$ cat src/rtl/fetch_pkg.sv
// rtl/fetch_pkg.sv - shared widths, default halt encoding and fetch FSM states
package fetch_pkg;

    localparam int IMEM_AW = 7;
    localparam int INSTR_W = 32;

    localparam logic [INSTR_W-1:0] HALT_WORD_DEFAULT = 32'hFFFF_FFFF;

    typedef enum logic {
        ST_RUN    = 1'b0,
        ST_HALTED = 1'b1
    } fetch_state_e;

endpackage

$ cat src/rtl/fetch_buffer.sv
// rtl/fetch_buffer.sv - two-entry {pc, instruction} FIFO; slot 0 is always the head
module fetch_buffer
    import fetch_pkg::*;
(
    input  logic               clk,
    input  logic               rst_n,
    input  logic               push,
    input  logic [IMEM_AW-1:0] push_pc,
    input  logic [INSTR_W-1:0] push_data,
    input  logic               pop,
    input  logic               flush,
    output logic               full,
    output logic               empty,
    output logic [IMEM_AW-1:0] head_pc,
    output logic [INSTR_W-1:0] head_data
);

    logic [1:0]         count_q, count_d;
    logic [IMEM_AW-1:0] head_pc_q, head_pc_d, tail_pc_q, tail_pc_d;
    logic [INSTR_W-1:0] head_data_q, head_data_d, tail_data_q, tail_data_d;
    logic               pop_ok, push_ok;

    assign empty   = (count_q == 2'd0);
    assign full    = (count_q == 2'd2);
    assign pop_ok  = pop && !empty;
    assign push_ok = push && (!full || pop_ok);

    always_comb begin
        count_d     = count_q;
        head_pc_d   = head_pc_q;
        head_data_d = head_data_q;
        tail_pc_d   = tail_pc_q;
        tail_data_d = tail_data_q;

        if (flush) begin
            count_d = 2'd0;
        end else begin
            // Pop shifts the tail forward; a same-cycle push lands behind whatever remains.
            if (pop_ok) begin
                head_pc_d   = tail_pc_q;
                head_data_d = tail_data_q;
            end
            if (push_ok) begin
                if ((count_q == 2'd0) || (pop_ok && count_q == 2'd1)) begin
                    head_pc_d   = push_pc;
                    head_data_d = push_data;
                end else begin
                    tail_pc_d   = push_pc;
                    tail_data_d = push_data;
                end
            end
            case ({push_ok, pop_ok})
                2'b10:   count_d = count_q + 2'd1;
                2'b01:   count_d = count_q - 2'd1;
                default: count_d = count_q;
            endcase
        end
    end

    always_ff @(posedge clk or negedge rst_n) begin
        if (!rst_n) begin
            count_q     <= 2'd0;
            head_pc_q   <= '0;
            head_data_q <= '0;
            tail_pc_q   <= '0;
            tail_data_q <= '0;
        end else begin
            count_q     <= count_d;
            head_pc_q   <= head_pc_d;
            head_data_q <= head_data_d;
            tail_pc_q   <= tail_pc_d;
            tail_data_q <= tail_data_d;
        end
    end

    assign head_pc   = head_pc_q;
    assign head_data = head_data_q;

endmodule

$ cat src/rtl/instruction_fetch.sv
// rtl/instruction_fetch.sv - pc, run/halt FSM and redirect control around the fetch buffer
module instruction_fetch
    import fetch_pkg::*;
#(
    parameter logic [IMEM_AW-1:0] RESET_PC  = 7'd0,
    parameter logic [INSTR_W-1:0] HALT_WORD = HALT_WORD_DEFAULT
) (
    input  logic               clk,
    input  logic               rst_n,
    output logic [IMEM_AW-1:0] imem_address,
    output logic               imem_rd,
    input  logic [INSTR_W-1:0] imem_instruction,
    input  logic               redirect_valid,
    input  logic [IMEM_AW-1:0] redirect_pc,
    output logic               inst_valid,
    input  logic               inst_ready,
    output logic [INSTR_W-1:0] inst_out,
    output logic [IMEM_AW-1:0] inst_pc,
    output logic               halted
);

    fetch_state_e       state_q, state_d;
    logic [IMEM_AW-1:0] pc_q, pc_d;
    logic               buf_full, buf_empty;
    logic               transfer, push, pop;

    assign inst_valid = !buf_empty;
    assign transfer   = inst_valid && inst_ready;

    always_comb begin
        state_d = state_q;
        pc_d    = pc_q;
        push    = 1'b0;
        pop     = 1'b0;

        if (redirect_valid) begin
            // Redirect wins over everything: the memory word and any transfer this cycle are dropped.
            state_d = ST_RUN;
            pc_d    = redirect_pc;
        end else begin
            pop = transfer;
            if (state_q == ST_RUN && (!buf_full || transfer)) begin
                push = 1'b1;
                pc_d = pc_q + 7'd1;
                if (imem_instruction == HALT_WORD) begin
                    state_d = ST_HALTED;
                end
            end
        end
    end

    always_ff @(posedge clk or negedge rst_n) begin
        if (!rst_n) begin
            state_q <= ST_RUN;
            pc_q    <= RESET_PC;
        end else begin
            state_q <= state_d;
            pc_q    <= pc_d;
        end
    end

    fetch_buffer u_fetch_buffer (
        .clk       (clk),
        .rst_n     (rst_n),
        .push      (push),
        .push_pc   (pc_q),
        .push_data (imem_instruction),
        .pop       (pop),
        .flush     (redirect_valid),
        .full      (buf_full),
        .empty     (buf_empty),
        .head_pc   (inst_pc),
        .head_data (inst_out)
    );

    assign imem_address = pc_q;
    assign imem_rd      = 1'b1;
    assign halted       = (state_q == ST_HALTED);

endmodule
$ cat config.mk
export PLATFORM = sky130hd
export DESIGN_NAME = instruction_fetch
export DESIGN_NICKNAME = d
export VERILOG_FILES = /design/src/rtl/fetch_pkg.sv /design/src/rtl/fetch_buffer.sv /design/src/rtl/instruction_fetch.sv
export SDC_FILE = /design/constraint.sdc
export NUM_CORES = 1
export LEC_CHECK = 0
export CAP_MARGIN = 20
export CORE_UTILIZATION = 43
export CTS_CLUSTER_DIAMETER = 200
export DETAILED_ROUTE_END_ITERATION = 8
export PLACE_DENSITY_LB_ADDON = 0.25
export RECOVER_POWER = 100
export SLEW_MARGIN = 5
export SYNTH_ARGS = -nofsm -noshare
export SYNTH_HDL_FRONTEND = slang
export SYNTH_SLANG_ARGS = --single-unit
$ cat constraint.sdc
create_clock -name clk -period 4.18 [get_ports clk]
set_input_delay 0.418 -clock clk [delete_from_list [all_inputs] [get_ports clk]]
set_output_delay 0.418 -clock clk [all_outputs]
set_load 0.05 [all_outputs]
# Word level (Yosys, flattened, before mapping)
# Cells that the tools add are included.
[totals] regBits=88
[op_classes] n_addsub=3 n_eq_ne=5 muxes=16 bitwise_logic=3 reduce_logical=16
[ops] cell="$mux W32" n=3
[ops] cell="$mux W7" n=5
[ops] cell="$eq A32 B32 Y1 const B" n=1
[ops] cell="$add A7 B1 Y7 const B" n=1
[ops] cell="$mux W1" n=6
[ops] cell="$logic_and A1 B1 Y1" n=5
[ops] cell="$eq A2 B1 Y1 const B" n=2
[ops] cell="$eq A2 B2 Y1 const B" n=2
[ops] cell="$pmux W2 S2" n=1
[ops] cell="$reduce_bool A2 Y1" n=2
[ops] cell="$logic_or A1 B1 Y1" n=3
[ops] cell="$not A1 Y1" n=3
[ops] cell="$reduce_and A3 Y1" n=1
[ops] cell="$reduce_bool A3 Y1" n=1
[ops] cell="$add A2 B1 Y2 const B" n=1
[ops] cell="$logic_not A1 Y1" n=2
[ops] cell="$logic_not A2 Y1" n=1
[ops] cell="$mux W2" n=1
[ops] cell="$reduce_and A2 Y1" n=1
[ops] cell="$sub A2 B1 Y2 const B" n=1

# Depth between registers and ports, before layout
[logic_depth] word_depth=11 mapped_depth=9 mapped_depth_nobuf=6

# By module
# Synthesis repeated with hierarchy kept, for this count alone.
[unflattened] hier_cells=304 hier_area_um2=3927.5
[modules_own_cells] mod="fetch_buffer" instances=1 cells_per_inst=239 area_each_um2=3349.5 seq_area_each_um2=2001.9
[modules_own_cells] mod="instruction_fetch" instances=1 cells_per_inst=65 area_each_um2=578.1 seq_area_each_um2=200.2

# Least setup slack after synthesis
# Ideal clock, no wire load.
[synth_timing] path_kind="flip-flop to flip-flop" from="register u_fetch_buffer.count_q[1]" to="register u_fetch_buffer.tail_pc_q[0]" arrival_ns=2.205 t_required_ns=4.052 slack_ns=1.848 path_stages_with_launch=10 n_path_buf=3 period_less_slack_ns=2.332 cell_sequence="dfrtp_1 inv_1 ha_1 nand2b_1 buf_2 a21o_1 a2111oi_4 buf_6 buf_8 mux2_1"
[synth_between] elab_chain_cells=9 word_cells_on_any_way=18 cone_classes="eq/ne: 2; mux: 3; bitwise: 1; reduce/logical: 12"
[synth_rtl] element="from (decl)" line_no="fetch_buffer.sv:18" source="logic [1:0] count_q, count_d;"
[synth_rtl] element="from (signal assigned)" line_no="fetch_buffer.sv:68" source="count_q <= count_d;"
[synth_rtl] element="$logic_not A2 Y1" line_no="fetch_buffer.sv:23, fetch_buffer.sv:44"
[synth_rtl] element="$logic_not A1 Y1" line_no="fetch_buffer.sv:25, instruction_fetch.sv:27"
[synth_rtl] element="$logic_and A1 B1 Y1" line_no="instruction_fetch.sv:28" source="assign transfer = inst_valid && inst_ready;"
[synth_rtl] element="$logic_or A1 B1 Y1 or $mux W1 (tied branches)" line_no="instruction_fetch.sv:42, instruction_fetch.sv:36"
[synth_rtl] element="$logic_and A1 B1 Y1 (on tied branches)" line_no="instruction_fetch.sv:42, fetch_buffer.sv:25"
[synth_rtl] element="$mux W1 or $logic_and A1 B1 Y1 (tied branches)" line_no="instruction_fetch.sv:42, fetch_buffer.sv:44"
[synth_rtl] element="$mux W1 or $logic_or A1 B1 Y1 (tied branches)" line_no="instruction_fetch.sv:36, fetch_buffer.sv:44"
[synth_rtl] element="$logic_and A1 B1 Y1 or $not A1 Y1 (tied branches)"
[synth_rtl] element="$reduce_and A3 Y1 (no source line) *"
[synth_rtl] element="to (signal assigned)" line_no="fetch_buffer.sv:71" source="tail_pc_q <= tail_pc_d;"
[synth_rtl] element="to (decl)" line_no="fetch_buffer.sv:19" source="logic [IMEM_AW-1:0] head_pc_q, head_pc_d, tail_pc_q, tail_pc_d;"
# Mark *: on every way between the ends. The rest lies on a longest branch, timed or not.
# A chain may end at the register's enable or synchronous reset.

# Worst setup path after layout
[layout_timing] from="register u_fetch_buffer.count_q[1]" to="register u_fetch_buffer.tail_data_q[1]"
[layout_between] elab_chain_cells=9 word_cells_on_any_way=18 cone_classes="eq/ne: 2; mux: 3; bitwise: 1; reduce/logical: 12"
[layout_rtl] element="$logic_not A2 Y1" line_no="fetch_buffer.sv:23, fetch_buffer.sv:44"
[layout_rtl] element="$logic_not A1 Y1" line_no="fetch_buffer.sv:25, instruction_fetch.sv:27"
[layout_rtl] element="$logic_and A1 B1 Y1" line_no="instruction_fetch.sv:28"
[layout_rtl] element="$logic_or A1 B1 Y1 or $mux W1 (tied branches)" line_no="instruction_fetch.sv:42, instruction_fetch.sv:36"
[layout_rtl] element="$logic_and A1 B1 Y1 (on tied branches)" line_no="instruction_fetch.sv:42, fetch_buffer.sv:25"
[layout_rtl] element="$mux W1 or $logic_and A1 B1 Y1 (tied branches)" line_no="instruction_fetch.sv:42, fetch_buffer.sv:44"
[layout_rtl] element="$mux W1 or $logic_or A1 B1 Y1 (tied branches)" line_no="instruction_fetch.sv:36, fetch_buffer.sv:44"
[layout_rtl] element="$logic_and A1 B1 Y1 or $not A1 Y1 (tied branches)"
[layout_rtl] element="$reduce_and A3 Y1 (no source line) *"
[layout_rtl] element="to (signal assigned)" line_no="fetch_buffer.sv:72" source="tail_data_q <= tail_data_d;"
[layout_rtl] element="to (decl)" line_no="fetch_buffer.sv:20" source="logic [INSTR_W-1:0] head_data_q, head_data_d, tail_data_q, tail_data_d;"
# Marks and branches as above.

==> qor.csv <==
metric,value,unit
cp-startpoint,u_fetch_buffer.count_q[1],
num_vias,2883,
setup_slack,0.974,ns
antenna_found_initial,0,
synth_fp_nets,366,
relSlewSlack,-0.124,
syn-instance-count,319,
power_frac_comb,0.504,
yosysTopAreaCellShare,0.565,
crit_slowest_cell,clkbuf_1,
start_util,0.445,
netlist_top_cells_count,"dfrtp_1, a221o_1, mux2_2, nor2b_1, nor2_1",
multiInputGateArea,0.00158,mm2
seq_area,0.00220,mm2
p_sw,0.00187,W
finalCriticalPeriod,3.21,ns
setup_violations,0,
slowest_delay,0.83,ns
wl_per_cell,17.1,um
drtIter0Drc,137,
cts_root_buf,clkbuf_8,
ys_seq_elements,88,
p_leak,2.14,nW
htree_num_levels,3,
fin_crit_sh,0.767,
holdPathEnd,u_fetch_buffer.tail_data_q[29],
yosys.area.top_type,dfrtp_1,
critPathRequiredTime,4.42,ns
ir_worst_vdd,401,uV
fin_skew,0.0120,ns
clk_latency,0.36,ns
place_inst,501,
hp-class,flip-flop to flip-flop,
io_pins,92,
cp_max_fo,18,
worst_hold_startpoint,u_fetch_buffer.tail_data_q[29],
grt_usage,0.194,
ys_warn_count,0,
synthTopCellsByArea,"dfrtp_1, mux2_2, a221o_1, nor2b_1, mux2_1",
reg2reg_setup_slack,0.97,ns
hpwlAfterDp,5980,um
reg2reg_depth,7,
clock-sinks,88,
status,"complete, but fails checks",
core,0.00876,mm2
tightest_slew,1.69,ns
critical_path.endpoint_type,flip-flop,
nNetsFinal,453,
synth.avg_cell_area,12.2,um2
final_cells,519,
synth-async-reset-ratio,1.00,
wirelength,8890,um
p_total,0.00425,W
p_int,0.00238,W
critPathArrivalTime,3.45,ns
power.share.sequential,0.348,
synthFlopType,dfrtp_1,
fmax,312,MHz
dieArea,0.00945,mm2
synth_edf_count,0,
rows,34,
pwr-share-clk,0.148,
ant_nets,0,
firstDrtPassIters,4,
die_y,97.2,um
violations,"max-capacitance violations, max-slew violations",
clk_pin_slew,0.09,ns
rsz0062_at_grt,no,
hold_depth,1,
viasPerCell,5.55,
gp_congestion,0.855,
detailedPlace.worstSlack,1.14,ns
path_class,flip-flop to flip-flop,
grt_first_pass_wirelength,14600,um
postCtsSetupBuffers,0,
crit_chain,"inv_1, ha_1, nand2b_1, a21o_1, a2111oi_4, clkbuf_1, mux2_2",
r2r_end,u_fetch_buffer.tail_data_q[1],
die_x,97.2,um
io_buffers,90,
yosysUniqueCellTypes,37,
hold_violations,0,
synthesis.area,0.00390,mm2
fillerInstances,732,
final_layout_size_suffix_gt1_frac,0.124,
areaGrowthSynthToFinish,30.6,%
cap_viol_max_count,1,
cp-start-kind,flip-flop,
yosysMostFrequentCell,dfrtp_1,
report.final.slew_viol_count,71,
grt_max_degree,89,
power_density,835,mW/mm2
seq_area_frac_synth,0.565,
fin_tns_setup,0,ns
final_util,0.581,
swShare,0.439,
cts_made_buffers,9,
grt_overflow,0,
cts_tree,done,
r2r-start,u_fetch_buffer.count_q[1],
drcViolationCount,0,
diodes,0,
grt_pass1_vias,2835,
ctsLongestPathBuffers,2,
[routing by layer]
layer | GRT usage | vias to the layer above | wire length [um]
met2 | 0.284 | 83 | 4100
met5 | 0 | - | 0
met3 | 0.0410 | 9 | 480
met1 | 0.289 | 1458 | 4220
met4 | 0.0611 | 0 | 85
li1 | - | 1333 | -
[flip-flops by register name, summed over array words and instances, names as in the netlist]
| signal | flops |
|---|---|
| u_fetch_buffer.tail_pc_q | 7 |
| imem_address | 7 |
| u_fetch_buffer.head_data | 32 |
| u_fetch_buffer.count_q | 2 |
| halted | 1 |
| u_fetch_buffer.head_pc | 7 |
| u_fetch_buffer.tail_data_q | 32 |
[critical path: cells and delay by family, from the launching register on]
| family | cells | cell delay, ns |
|---|---|---|
| mux | 1 | 0.42 |
| simple gates | 1 | 0.38 |
| flops | 1 | 0.43 |
| buf+inv | 2 | 0.91 |
| compound gates | 2 | 0.68 |
| fa+ha+maj | 1 | 0.27 |
[cells in the final DEF (no fill, tap or decap), drive strengths merged, types with 8 or more instances in the layout]
master         synthesis  final
a221o                 27     27
clkbuf                 9     15
clkdlybuf4s50          0     40
dfrtp                 88     88
dlygate4sd3            0     50
inv                    6      8
mux2                  39     39
nand2                 11     11
nor2                  25     25
nor2b                 27     27
o21ai                 10     10
o22ai                 11     11
[logic make-up after synthesis]
logic type	share of synthesized area
simple gates	0.117
xor+xnor	0.0157
buf+inv	0.0372
other cells	0.000962
fa+ha+maj	0.0128
flops	0.565
compound gates	0.131
mux	0.120
[per-stage QoR]
step / hold WS (ns) / instance area, um2
4_1_cts: 0.305 / 5090
5_1_grt: 0.509 / 5090
3_5_place_dp: 0.475 / 4880
6_report: 0.495 / 5090
3_3_place_gp: 0.468 / 4880
2_1_floorplan: 0.122 / 3900
[final cells by class]
class / count / share of cell area
clock inverters: 6 / 0.0147
multi-input cells: 203 / 0.309
inverters: 6 / 0.00442
repair buffers: 98 / 0.185
flip-flops and latches: 88 / 0.433
well taps: 108 / 0.0265
clock buffers: 10 / 0.0270
[power by group through the flow]
stage | combinational, W | clock, W | sequential [W]
3_5_place_dp | 0.00223 | 0 | 0.00150
5_1_grt | 0.00228 | 0.000677 | 0.00153
4_1_cts | 0.00224 | 0.000641 | 0.00149
6_report | 0.00214 | 0.000629 | 0.00148
3_3_place_gp | 0.00219 | 0 | 0.00148
2_1_floorplan | 0.000921 | 0 | 0.00212
[worst max path at each step]
| stage | end | slack [ns] |
|---|---|---|
| floorplan | u_fetch_buffer.tail_pc_q[0] | 1.85 |
| global placement | u_fetch_buffer.head_data[22] | 1.25 |
| detailed placement | u_fetch_buffer.head_data[17] | 1.14 |
| CTS | u_fetch_buffer.tail_pc_q[6] | 1.48 |
| global route | u_fetch_buffer.tail_data_q[5] | 0.68 |
| finish | u_fetch_buffer.tail_data_q[1] | 0.97 |
[repair_timing]
action                                  in CTS  in global routing
endpoints found under the setup margin       0                  0
hold endpoints to repair                     0                 18
resized for setup                            0                  0
hold buffers                                 0                  1
(Power assumes the default switching activity.)
